### src/rtl/dac_wave_gen.sv
// Waveform sample source for the DAC7611 serializer: phase accumulator, five waveform
// shapes, and a valid/ready output stage. Define WAVE_SINE_EN to build the sine LUT.
module dac_wave_gen #(
  parameter int DIV = 300
) (
  input  logic        clk,
  input  logic        reset,
  input  logic        enable,
  input  logic [2:0]  wave_sel,
  input  logic [7:0]  step,
  input  logic [11:0] dc_level,
  output logic [11:0] sample,
  output logic        sample_valid,
  input  logic        sample_ready,
  output logic [7:0]  overrun_cnt
);

  localparam int CW = 10;
  localparam logic [CW-1:0] CNT_MAX = CW'(DIV - 1);

  logic [CW-1:0] cnt_q, cnt_d;
  logic [7:0]    phase_q, phase_d;
  logic [2:0]    active_sel_q, active_sel_d;
  logic [11:0]   sample_q, sample_d;
  logic          valid_q, valid_d;
  logic [7:0]    overrun_q, overrun_d;

  logic          tick;
  logic [7:0]    phase_next;
  logic [6:0]    tri_t;
  logic [11:0]   sine_val;
  logic [11:0]   wave_val;

`ifdef WAVE_SINE_EN
  logic [5:0]  sine_idx;
  logic [10:0] sine_q;

  // Quarter-wave table; the other three quadrants come from index and level mirroring.
  always_comb begin
    sine_idx = phase_q[6] ? ~phase_q[5:0] : phase_q[5:0];
    sine_q   = 11'd0;
    case (sine_idx)
      6'd0:  sine_q = 11'd25;   6'd1:  sine_q = 11'd75;   6'd2:  sine_q = 11'd126;  6'd3:  sine_q = 11'd176;
      6'd4:  sine_q = 11'd226;  6'd5:  sine_q = 11'd275;  6'd6:  sine_q = 11'd325;  6'd7:  sine_q = 11'd375;
      6'd8:  sine_q = 11'd424;  6'd9:  sine_q = 11'd473;  6'd10: sine_q = 11'd522;  6'd11: sine_q = 11'd570;
      6'd12: sine_q = 11'd618;  6'd13: sine_q = 11'd666;  6'd14: sine_q = 11'd713;  6'd15: sine_q = 11'd760;
      6'd16: sine_q = 11'd807;  6'd17: sine_q = 11'd852;  6'd18: sine_q = 11'd898;  6'd19: sine_q = 11'd943;
      6'd20: sine_q = 11'd987;  6'd21: sine_q = 11'd1031; 6'd22: sine_q = 11'd1074; 6'd23: sine_q = 11'd1116;
      6'd24: sine_q = 11'd1158; 6'd25: sine_q = 11'd1199; 6'd26: sine_q = 11'd1239; 6'd27: sine_q = 11'd1279;
      6'd28: sine_q = 11'd1318; 6'd29: sine_q = 11'd1356; 6'd30: sine_q = 11'd1393; 6'd31: sine_q = 11'd1430;
      6'd32: sine_q = 11'd1465; 6'd33: sine_q = 11'd1500; 6'd34: sine_q = 11'd1533; 6'd35: sine_q = 11'd1566;
      6'd36: sine_q = 11'd1598; 6'd37: sine_q = 11'd1629; 6'd38: sine_q = 11'd1659; 6'd39: sine_q = 11'd1688;
      6'd40: sine_q = 11'd1716; 6'd41: sine_q = 11'd1743; 6'd42: sine_q = 11'd1769; 6'd43: sine_q = 11'd1793;
      6'd44: sine_q = 11'd1817; 6'd45: sine_q = 11'd1840; 6'd46: sine_q = 11'd1861; 6'd47: sine_q = 11'd1881;
      6'd48: sine_q = 11'd1901; 6'd49: sine_q = 11'd1919; 6'd50: sine_q = 11'd1936; 6'd51: sine_q = 11'd1951;
      6'd52: sine_q = 11'd1966; 6'd53: sine_q = 11'd1979; 6'd54: sine_q = 11'd1992; 6'd55: sine_q = 11'd2003;
      6'd56: sine_q = 11'd2012; 6'd57: sine_q = 11'd2021; 6'd58: sine_q = 11'd2028; 6'd59: sine_q = 11'd2035;
      6'd60: sine_q = 11'd2039; 6'd61: sine_q = 11'd2043; 6'd62: sine_q = 11'd2046; 6'd63: sine_q = 11'd2047;
      default: sine_q = 11'd0;
    endcase
    sine_val = phase_q[7] ? (12'd2047 - {1'b0, sine_q}) : (12'd2048 + {1'b0, sine_q});
  end
`else
  always_comb sine_val = 12'd2048;
`endif

  always_comb begin
    tri_t    = phase_q[7] ? ~phase_q[6:0] : phase_q[6:0];
    wave_val = dc_level;
    case (active_sel_q)
      3'd1:    wave_val = phase_q[7] ? 12'd0 : 12'd4095;
      3'd2:    wave_val = {phase_q, phase_q[7:4]};
      3'd3:    wave_val = {tri_t, tri_t[6:2]};
      3'd4:    wave_val = sine_val;
      default: wave_val = dc_level;
    endcase
  end

  always_comb begin
    cnt_d        = cnt_q;
    phase_d      = phase_q;
    active_sel_d = active_sel_q;
    sample_d     = sample_q;
    valid_d      = valid_q;
    overrun_d    = overrun_q;
    phase_next   = phase_q + step;
    tick         = enable && (cnt_q == CNT_MAX);

    if (!enable) begin
      cnt_d        = '0;
      active_sel_d = wave_sel;
    end else if (tick) begin
      cnt_d = '0;
    end else begin
      cnt_d = cnt_q + CW'(1);
    end

    if (valid_q && sample_ready) valid_d = 1'b0;

    // A tick coinciding with acceptance reloads, so only a still-blocked sample is an overrun.
    if (tick) begin
      phase_d = phase_next;
      if (phase_next < phase_q) active_sel_d = wave_sel;
      if (valid_q && !sample_ready) begin
        if (overrun_q != 8'hFF) overrun_d = overrun_q + 8'd1;
      end else begin
        sample_d = wave_val;
        valid_d  = 1'b1;
      end
    end
  end

  always_ff @(posedge clk or posedge reset) begin
    if (reset) begin
      cnt_q        <= '0;
      phase_q      <= '0;
      active_sel_q <= '0;
      sample_q     <= '0;
      valid_q      <= 1'b0;
      overrun_q    <= '0;
    end else begin
      cnt_q        <= cnt_d;
      phase_q      <= phase_d;
      active_sel_q <= active_sel_d;
      sample_q     <= sample_d;
      valid_q      <= valid_d;
      overrun_q    <= overrun_d;
    end
  end

  assign sample       = sample_q;
  assign sample_valid = valid_q;
  assign overrun_cnt  = overrun_q;

endmodule

### config.mk
export PLATFORM = sky130hd
export DESIGN_NAME = dac_wave_gen
export DESIGN_NICKNAME = d
export VERILOG_FILES = /design/src/rtl/dac_wave_gen.sv
export SDC_FILE = /design/constraint.sdc
export NUM_CORES = 1
export LEC_CHECK = 0
export ABC_AREA = 1
export CAP_MARGIN = 20
export CORE_AREA = 4 4 86 88
export CTS_BUF_LIST = sky130_fd_sc_hd__clkbuf_16
export DETAILED_ROUTE_END_ITERATION = 12
export DIE_AREA = 0 0 90 92
export GPL_TIMING_DRIVEN = 0
export PLACE_DENSITY_LB_ADDON = 0.05
export SETUP_SLACK_MARGIN = 0.15
export SLEW_MARGIN = 20
export SYNTH_ARGS = -nofsm -noshare
export SYNTH_HDL_FRONTEND = slang
export SYNTH_SLANG_ARGS = --single-unit
### constraint.sdc
create_clock -name clk -period 3 [get_ports clk]
set_input_delay 0.6 -clock clk [delete_from_list [all_inputs] [get_ports clk]]
set_output_delay 0.6 -clock clk [all_outputs]
set_load 0.03 [all_outputs]
== Word level (Yosys, flattened, before mapping) ==
Cells that the tools add are included.
W data, S select, Z words.

* Register bits after elaboration: 42
* Bits in read-only memories: 0
* Bits in writable memories: 0
* Memories kept: 0
* Bits in latches: 0

* Add/sub/neg operators: 3
* Div/mod/pow operators: 0
* Equality and inequality tests: 6
* Multipliers: 0
* Reduce and logical (&&, ||, !) cells: 6
* Order comparisons: 1
* Mux-type cells: 11
* Shift operators: 0
* Bitwise operators: 2

{| class="wikitable"
|+ Operators by type and width
! operator !! number
|-
| $pmux W12 S4 || 1
|-
| $mux W10 || 2
|-
| $mux W12 || 1
|-
| $add A10 B1 Y10 const B || 1
|-
| $eq A10 B9 Y1 const B || 1
|-
| $mux W3 || 3
|-
| $add A8 B1 Y8 const B || 1
|-
| $add A8 B8 Y8 || 1
|-
| $lt A8 B8 Y1 || 1
|-
| $ne A8 B8 Y1 const B || 1
|-
| $mux W7 || 1
|-
| $not A7 Y7 || 1
|-
| $eq A3 B2 Y1 const B || 2
|-
| $eq A3 B1 Y1 const B || 1
|-
| $eq A3 B3 Y1 const B || 1
|-
| $logic_and A1 B1 Y1 || 3
|-
| $mux W1 || 3
|-
| $reduce_and A3 Y1 || 1
|-
| $reduce_and A2 Y1 || 1
|-
| $logic_not A1 Y1 || 1
|-
| $not A1 Y1 || 1
|}

== Logic depth before layout (Yosys ltp) ==
Gate-level depths: netlist of run 1.

* Depth in word-level cells: 4
* Depth in mapped cells: 15
* Mapped depth without buffers: 15

== Worst setup path after synthesis of run 1 ==
No wires, ideal clock.

* Kind: input to register
* From: input port step[0]
* To: register active_sel_q[0]
* Path buffers: 0
* Arrival time: 2424 ps
* Stages: 14
* Slack: 460 ps
* Path through: ha_1 > fa_1 > nand2_1 > nand2_1 > nand3b_1 > nand3_1 > and2_1 > ha_1 > nand2_1 > a21oi_1 > nor2_1 > nand3_1 > nand2_1 > nand2_1

* Word-level cells in the longest chain between the ends: 4

{| class="wikitable"
|+ Ends and longest elaborated chain
! what !! RTL line !! RTL
|-
| start, declared || 10 || <nowiki>input logic [7:0] step,</nowiki>
|-
| $add A8 B8 Y8 || 86 || <nowiki>phase_next = phase_q + step;</nowiki>
|-
| named net phase_next[6] || 29 || <nowiki>logic [7:0] phase_next;</nowiki>
|-
| $lt A8 B8 Y1 || 103 || <nowiki>if (phase_next < phase_q) active_sel_d = wave_sel;</nowiki>
|-
| $mux W3 || 103 ||
|-
| $mux W3 || 101 || <nowiki>if (tick) begin</nowiki>
|-
| named net active_sel_d[0] || 23 || <nowiki>logic [2:0] active_sel_q, active_sel_d;</nowiki>
|-
| end signal, assigned || 124 || <nowiki>active_sel_q <= active_sel_d;</nowiki>
|-
| end, declared || 23 ||
|}

The timed path passes the listed nets, and every way through them passes these cells.
A chain may end at the register's enable or synchronous reset.

== Worst setup path after layout of run 1 ==
Ends and elaborated chain as after synthesis.

==> out/metrics.cfg, run 1 <==
[global_routing]
antenna_found_initial=0
grt_pass1_wl_um=11800
grt_util_all_layers=0.171
grt_pass1_vias=2662
grt_use_met2=0.307
grtUsageMet3=0.0328
grt_max_degree=30
grt_use_met1=0.208
busiest_layer=met2
grt_overflow=0

[logic_synthesis]
muxShareOfSynthArea=0
ys_seq_area_frac=0.364
syn-mean-instance-area_sq_um=7.00
synth_cell_types=30
synth_nets=456
yosysTopAreaCellShare=0.364
yosys_warnings=0
synth_top_area_cell=dfrtp_1
syn_inst=413
synth.most_common_cell=nand2_1
synth_edf_count=0
ys_seq_elements=42
yosys-top-cells-area=dfrtp_1, nand2_1, ha_1, nand3_1, nor2_1
synth_area_sq_um=2890
synth.top_cells.by_count=nand2_1, nor2_1, dfrtp_1
synth-simple-area-share=0.399
synth_compound_area_frac=0.0593
synth_xor_area_frac=0.0243
yosys.area_share.adder=0.0719
synthFlopType=dfrtp_1
async_flop_share=1.00
synth_top_family_by_area=simple AND/OR/NAND/NOR gates

[timing]
max_slew_margin=0.784
final_max_slew_viol_count=0
fmax_ghz=0.365
rsz0062_at_grt=true
fin_ws_ps=262
worst_pin_slew_ps=323
skew_ps=8.83
hold_violations=0
finalCriticalPeriod_ps=2740
hold_ws_ps=477
period_share=0.913
finalSetupViolCount=0

[route]
dr.pass1.iters=5
drt-total-wl_um=6810
dr.first_iter.drc_count=122
wl_per_cell_um=12.4
ant_nets=0
vias_per_cell=4.98
drc=0
via_count=2738

[pwr]
p_seq_frac=0.405
power_density_nw_per_um2=400
power_frac_comb=0.222
switching_power_mw=0.440
irDropWorstVdd_uv=301
p_int_mw=1.05
leakagePower_nw=1.78
swShare=0.296
clockPowerShare=0.373

[status]
outcome=complete, no violations

[clock_tree]
cts-root-buf=clkbuf_16
clockBufferDepth=2
holdBufCountCts=0
clk_latency_ps=290
cts_made_buffers=5
cts_tree=built
path_clk_slew_ps=70
clock_sinks=42
htreeDepth=2

[worst_setup_path]
r2r_end=active_sel_q[0]$_DFF_PP0_
reg2regPathDepth=14
r2r_slack_ps=580
endpoint_kind=register
required_ps=3180
worstSetupPathType=input pin to register
cp.arrival_ps=2920
startpoint_type=input pin
r2r-start=phase_q[0]$_DFFE_PP0P_
worst-path-max-fanout=3

[floorplan]
rows=30
die_h_um=92
die_w_um=90
ios=48
start_util=0.435
dieArea_sq_um=8280
core_area_sq_um=6640

[placed_design]
io_buffers=47
hpwl_um=5270
post-place-ws_ps=-229
place.gp.congestion=0.830
dp.cells=541

[hold_path]
hold_path.class=register to register
worst_hold_path.endpoint=sample[6]$_DFFE_PP0P_
min_from=sample[6]$_DFFE_PP0P_
hold_depth=2

[run]
maxCapViolCount=0

[final_layout]
nets=512
instances_no_fill=550
drive_above_1_share=0.106
n_antenna_cell=0
synthToLayoutAreaGrowth_pct=28.6

## repair_timing
item | in CTS | in global routing
gates resized for setup | 2 | 14
pin swaps | 1 | 9
buffers inserted | 1 | 0
endpoints found under the setup margin | 3 | 3
cloned | 0 | 0
## placed cells by master, fill, tap and decap left out, types with 5 or more instances in the layout
master / count
a21oi_1: 11
clkbuf_16: 5
clkdlybuf4s50_1: 47
dfrtp_1: 42
ha_1: 12
inv_1: 40
inv_2: 5
nand2_1: 144
nand3_1: 30
nand3_2: 6
nand4_1: 12
nor2_1: 42
nor3_1: 6
o21ai_0: 15
xnor2_1: 5
## routing by layer
layer | part of all wire | vias to the layer above
met5 | 0 | -
met4 | 0.0078 | 0
met3 | 0.037 | 5
met2 | 0.51 | 42
met1 | 0.45 | 1250
li1 | - | 1441
## kinds of logic (layout without fill, tap and decap cells)
logic type	count (synthesis)	after routing
AND/OR/NAND/NOR	261	261
adder cells (fa/ha/maj)	16	16
flip-flops	42	42
AO/OA/AOI/OAI	33	33
XOR/XNOR	8	8
buffers and inverters	53	110
## sequential cells by signal, indices dropped and copies added, names as in the netlist
| name | cells |
|---|---|
| phase_q | 8 |
| overrun_cnt | 8 |
| sample_valid | 1 |
| cnt_q | 10 |
| active_sel_q | 3 |
| sample | 12 |
## cell type report
class,instances,area (sq um)
clock buffers,5,125
inverters,45,169
fillers,645,2930
plain buffers,8,67.6
well taps,80,100
multi-input cells,318,1680
clock inverters,3,25.0
repair buffers,49,498
flip-flops and latches,42,1050
## worst max-delay path by stage
stage | to | start | slack, ps | depth (start not counted)
after floorplan | active_sel_q[0]$_DFF_PP0_ | step[0] | 460 | 14
after global placement | active_sel_q[0]$_DFF_PP0_ | step[0] | -220 | 15
after detailed placement | active_sel_q[0]$_DFF_PP0_ | step[0] | -230 | 15
after CTS | active_sel_q[0]$_DFF_PP0_ | step[0] | 210 | 15
after global routing | active_sel_q[1]$_DFF_PP0_ | step[4] | 120 | 14
final | active_sel_q[0]$_DFF_PP0_ | step[0] | 260 | 15
## critical path, cell delays in order
cell             delay (ps)
clkdlybuf4s50_1         400
ha_2                    210
fa_2                    410
nand2_1                  80
nand2_1                  60
nand3b_1                130
nand3_2                 100
and2_4                  150
ha_4                    260
nand2_2                  60
a21oi_4                 130
nor2_4                   60
buf_4                   130
nand4_1                  80
nand2_1                  60
## power by group through the flow
stage	Combinational, mW	Clock [mW]	Sequential, mW
finish	0.330	0.554	0.602
global route	0.376	0.593	0.604
CTS	0.309	0.569	0.602
detailed placement	0.301	0	0.612
global placement	0.292	0	0.612
floorplan	0.184	0	0.626
## stage by stage
| stage | power [mW] | setup TNS [ps] | util | area (sq um) |
|---|---|---|---|---|
| after detailed placement | 0.913 | -659 | 0.524 | 3480 |
| after CTS | 1.48 | 0 | 0.548 | 3640 |
| after global placement | 0.904 | -643 | 0.521 | 3460 |
| after floorplan | 0.810 | 0 | - | 2890 |
| after global routing | 1.57 | 0 | 0.559 | 3710 |
| final | 1.49 | 0 | 0.559 | 3710 |
Note: power is estimated with default switching activity, not from simulation.
==> run 2, diff against run 1 <==
Settings changed: HOLD_SLACK_MARGIN set to 0.02.
==> results of run 2 <==
The final DEF is identical to that of run 1; final timing and power are the same.
==> run 3, diff against run 2 <==
Settings changed: MAX_ROUTING_LAYER set to met4.
==> out/metrics.cfg, run 3 (same netlist as run 1, synthesis figures left out) <==
[clock_tree]
clock_sinks=42  ; unchanged
clockBufferDepth=2  ; unchanged
htreeDepth=2  ; unchanged
clk_latency_ps=290  ; about the same
cts_tree=built
path_clk_slew_ps=70  ; about the same
cts_made_buffers=5  ; unchanged
cts-root-buf=clkbuf_16
holdBufCountCts=0  ; unchanged

[floorplan]
dieArea_sq_um=8280  ; unchanged
start_util=0.435  ; unchanged
die_h_um=92  ; unchanged
core_area_sq_um=6640  ; unchanged
die_w_um=90  ; unchanged
ios=48  ; unchanged
rows=30  ; unchanged

[global_routing]
grt_util_all_layers=0.176  ; +0.00480
grt_pass1_vias=2663  ; +0.038%
grt_overflow=0  ; unchanged
antenna_found_initial=0  ; unchanged
grt_max_degree=30  ; unchanged
grt_pass1_wl_um=11800  ; about the same

[worst_setup_path]
cp_num_buf_inv=2  ; unchanged
slowest_stage=fa_2
reg2regPathDepth=14  ; unchanged
worstSetupPathType=input pin to register
worst-path-max-fanout=3  ; unchanged
crit_chain=clkdlybuf4s50_1 -> ha_2 -> fa_2 -> nand2_1 -> nand2_1 -> nand3b_1 -> nand3_2 -> and2_4 -> ha_4 -> nand2_2 -> a21oi_4 -> nor2_4 -> buf_4 -> nand4_1 -> nand2_1
endpoint_kind=register
cp.arrival_ps=2920  ; about the same
cp.depth=15  ; unchanged
startpoint_type=input pin
crit_family=adder cells
worst_path_most_repeated_cell=nand2_1
required_ps=3180  ; about the same
max_stage_delay_ps=410  ; about the same

[hold_path]
hold_depth=2  ; unchanged
hold_path.class=register to register

[status]
outcome=complete, no violations

[placed_design]
dp.cells=541  ; unchanged
post-place-ws_ps=-229  ; unchanged
hpwl_um=5270  ; unchanged
io_buffers=47  ; unchanged
place.gp.congestion=0.842  ; +1.5%

[timing]
fin_ws_ps=263  ; +0.386 ps
finalSetupViolCount=0  ; unchanged
rsz0062_at_grt=true
final_max_slew_viol_count=0  ; unchanged
hold_ws_ps=477  ; -0.0230 ps
finalCriticalPeriod_ps=2740  ; -0.386 ps
period_share=0.912  ; about the same
skew_ps=9.03  ; +0.199 ps
worst_pin_slew_ps=324  ; +0.535 ps
fmax_ghz=0.365  ; about the same
max_slew_margin=0.783  ; about the same
hold_violations=0  ; unchanged
setup_tns_ps=0  ; unchanged

[pwr]
p_seq_frac=0.405  ; about the same
power_density_nw_per_um2=400  ; about the same
irDropWorstVdd_uv=301  ; about the same
p_int_mw=1.05  ; about the same
swShare=0.296  ; about the same
power_frac_comb=0.222  ; about the same
clockPowerShare=0.373  ; about the same
leakagePower_nw=1.78  ; unchanged
switching_power_mw=0.440  ; about the same
power.total_mw=1.49  ; about the same

[final_layout]
multi_input_area_sq_um=1680  ; unchanged
drive_above_1_share=0.106  ; unchanged
n_antenna_cell=0  ; unchanged
final_common_cell=nand2_1
final_cell_mix=nand2_1, clkdlybuf4s50_1, nor2_1, dfrtp_1, inv_1
seqCellArea_sq_um=1050  ; unchanged
largest_reg_flops=12  ; unchanged
synthToLayoutAreaGrowth_pct=28.6  ; unchanged
nFillCells=645  ; unchanged
nets=512  ; unchanged
instances_no_fill=550  ; unchanged

[run]
maxCapViolCount=0  ; unchanged

[route]
drt-total-wl_um=6800  ; about the same
via_count=2741  ; +0.11%
dr.first_iter.drc_count=119  ; -2.5%
drc=0  ; unchanged
wl_per_cell_um=12.4  ; about the same
vias_per_cell=4.98  ; +0.11%
dr.pass1.iters=5  ; unchanged
ant_nets=0  ; unchanged

[run 3: final timing paths]
path | startpoint | slack, ps | endpoint
worst max-delay path | step[0] | 260 | active_sel_q[0]$_DFF_PP0_
worst min-delay path | sample[6]$_DFFE_PP0P_ | 480 | sample[6]$_DFFE_PP0P_
worst max register to register | phase_q[0]$_DFFE_PP0P_ | 580 | active_sel_q[0]$_DFF_PP0_
worst min register to register | sample[6]$_DFFE_PP0P_ | 480 | sample[6]$_DFFE_PP0P_
max in group asynchronous | reset | 1970 | phase_q[4]$_DFFE_PP0P_
min in group asynchronous | reset | 570 | cnt_q[3]$_DFF_PP0_
[run 3: through the flow]
stage,instance area (sq um),utilization
after floorplan,2890,-
after global placement,3460,0.521
after detailed placement,3480,0.524
after CTS,3640,0.548
after global routing,3710,0.559
final,3710,0.559
[run 3: repair_timing]
| item | in CTS | in global routing |
|---|---|---|
| pin swaps | 1 | 9 |
| setup endpoints to repair | 3 | 3 |
| hold endpoints to repair | 0 | 0 |
| setup buffers | 1 | 0 |
| gates resized for setup | 2 | 14 |
[run 3: area by class of cell]
cell class | instances | area share
inverters | 45 | 0.0455
well taps | 80 | 0.0269
plain buffers | 8 | 0.0182
multi-input cells | 318 | 0.452
flip-flops and latches | 42 | 0.283
clock buffers | 5 | 0.0337
clock inverters | 3 | 0.00674
repair buffers | 49 | 0.134
[run 3: worst register-to-register path: stages (launching register included)]
cell,delay [ps]
dfrtp_1,400
ha_2,200
fa_2,410
nand2_1,80
nand2_1,60
nand3b_1,130
nand3_2,100
and2_4,150
ha_4,260
nand2_2,60
a21oi_4,130
nor2_4,60
buf_4,130
nand4_1,80
nand2_1,60
[run 3: power groups by stage]
stage / Clock (mW) / Sequential, mW / Combinational, mW
floorplan: 0 / 0.626 / 0.184
global placement: 0 / 0.612 / 0.292
detailed placement: 0 / 0.612 / 0.301
CTS: 0.569 / 0.602 / 0.309
global route: 0.593 / 0.604 / 0.376
finish: 0.554 / 0.602 / 0.329
[run 3: per-layer routing]
layer	vias to the layer above	global-route usage	wire length [um]
li1	1441	-	-
met1	1253	0.210	3070
met2	38	0.306	3450
met3	9	0.0295	205
met4	0	0.0497	82
met5	-	-	0
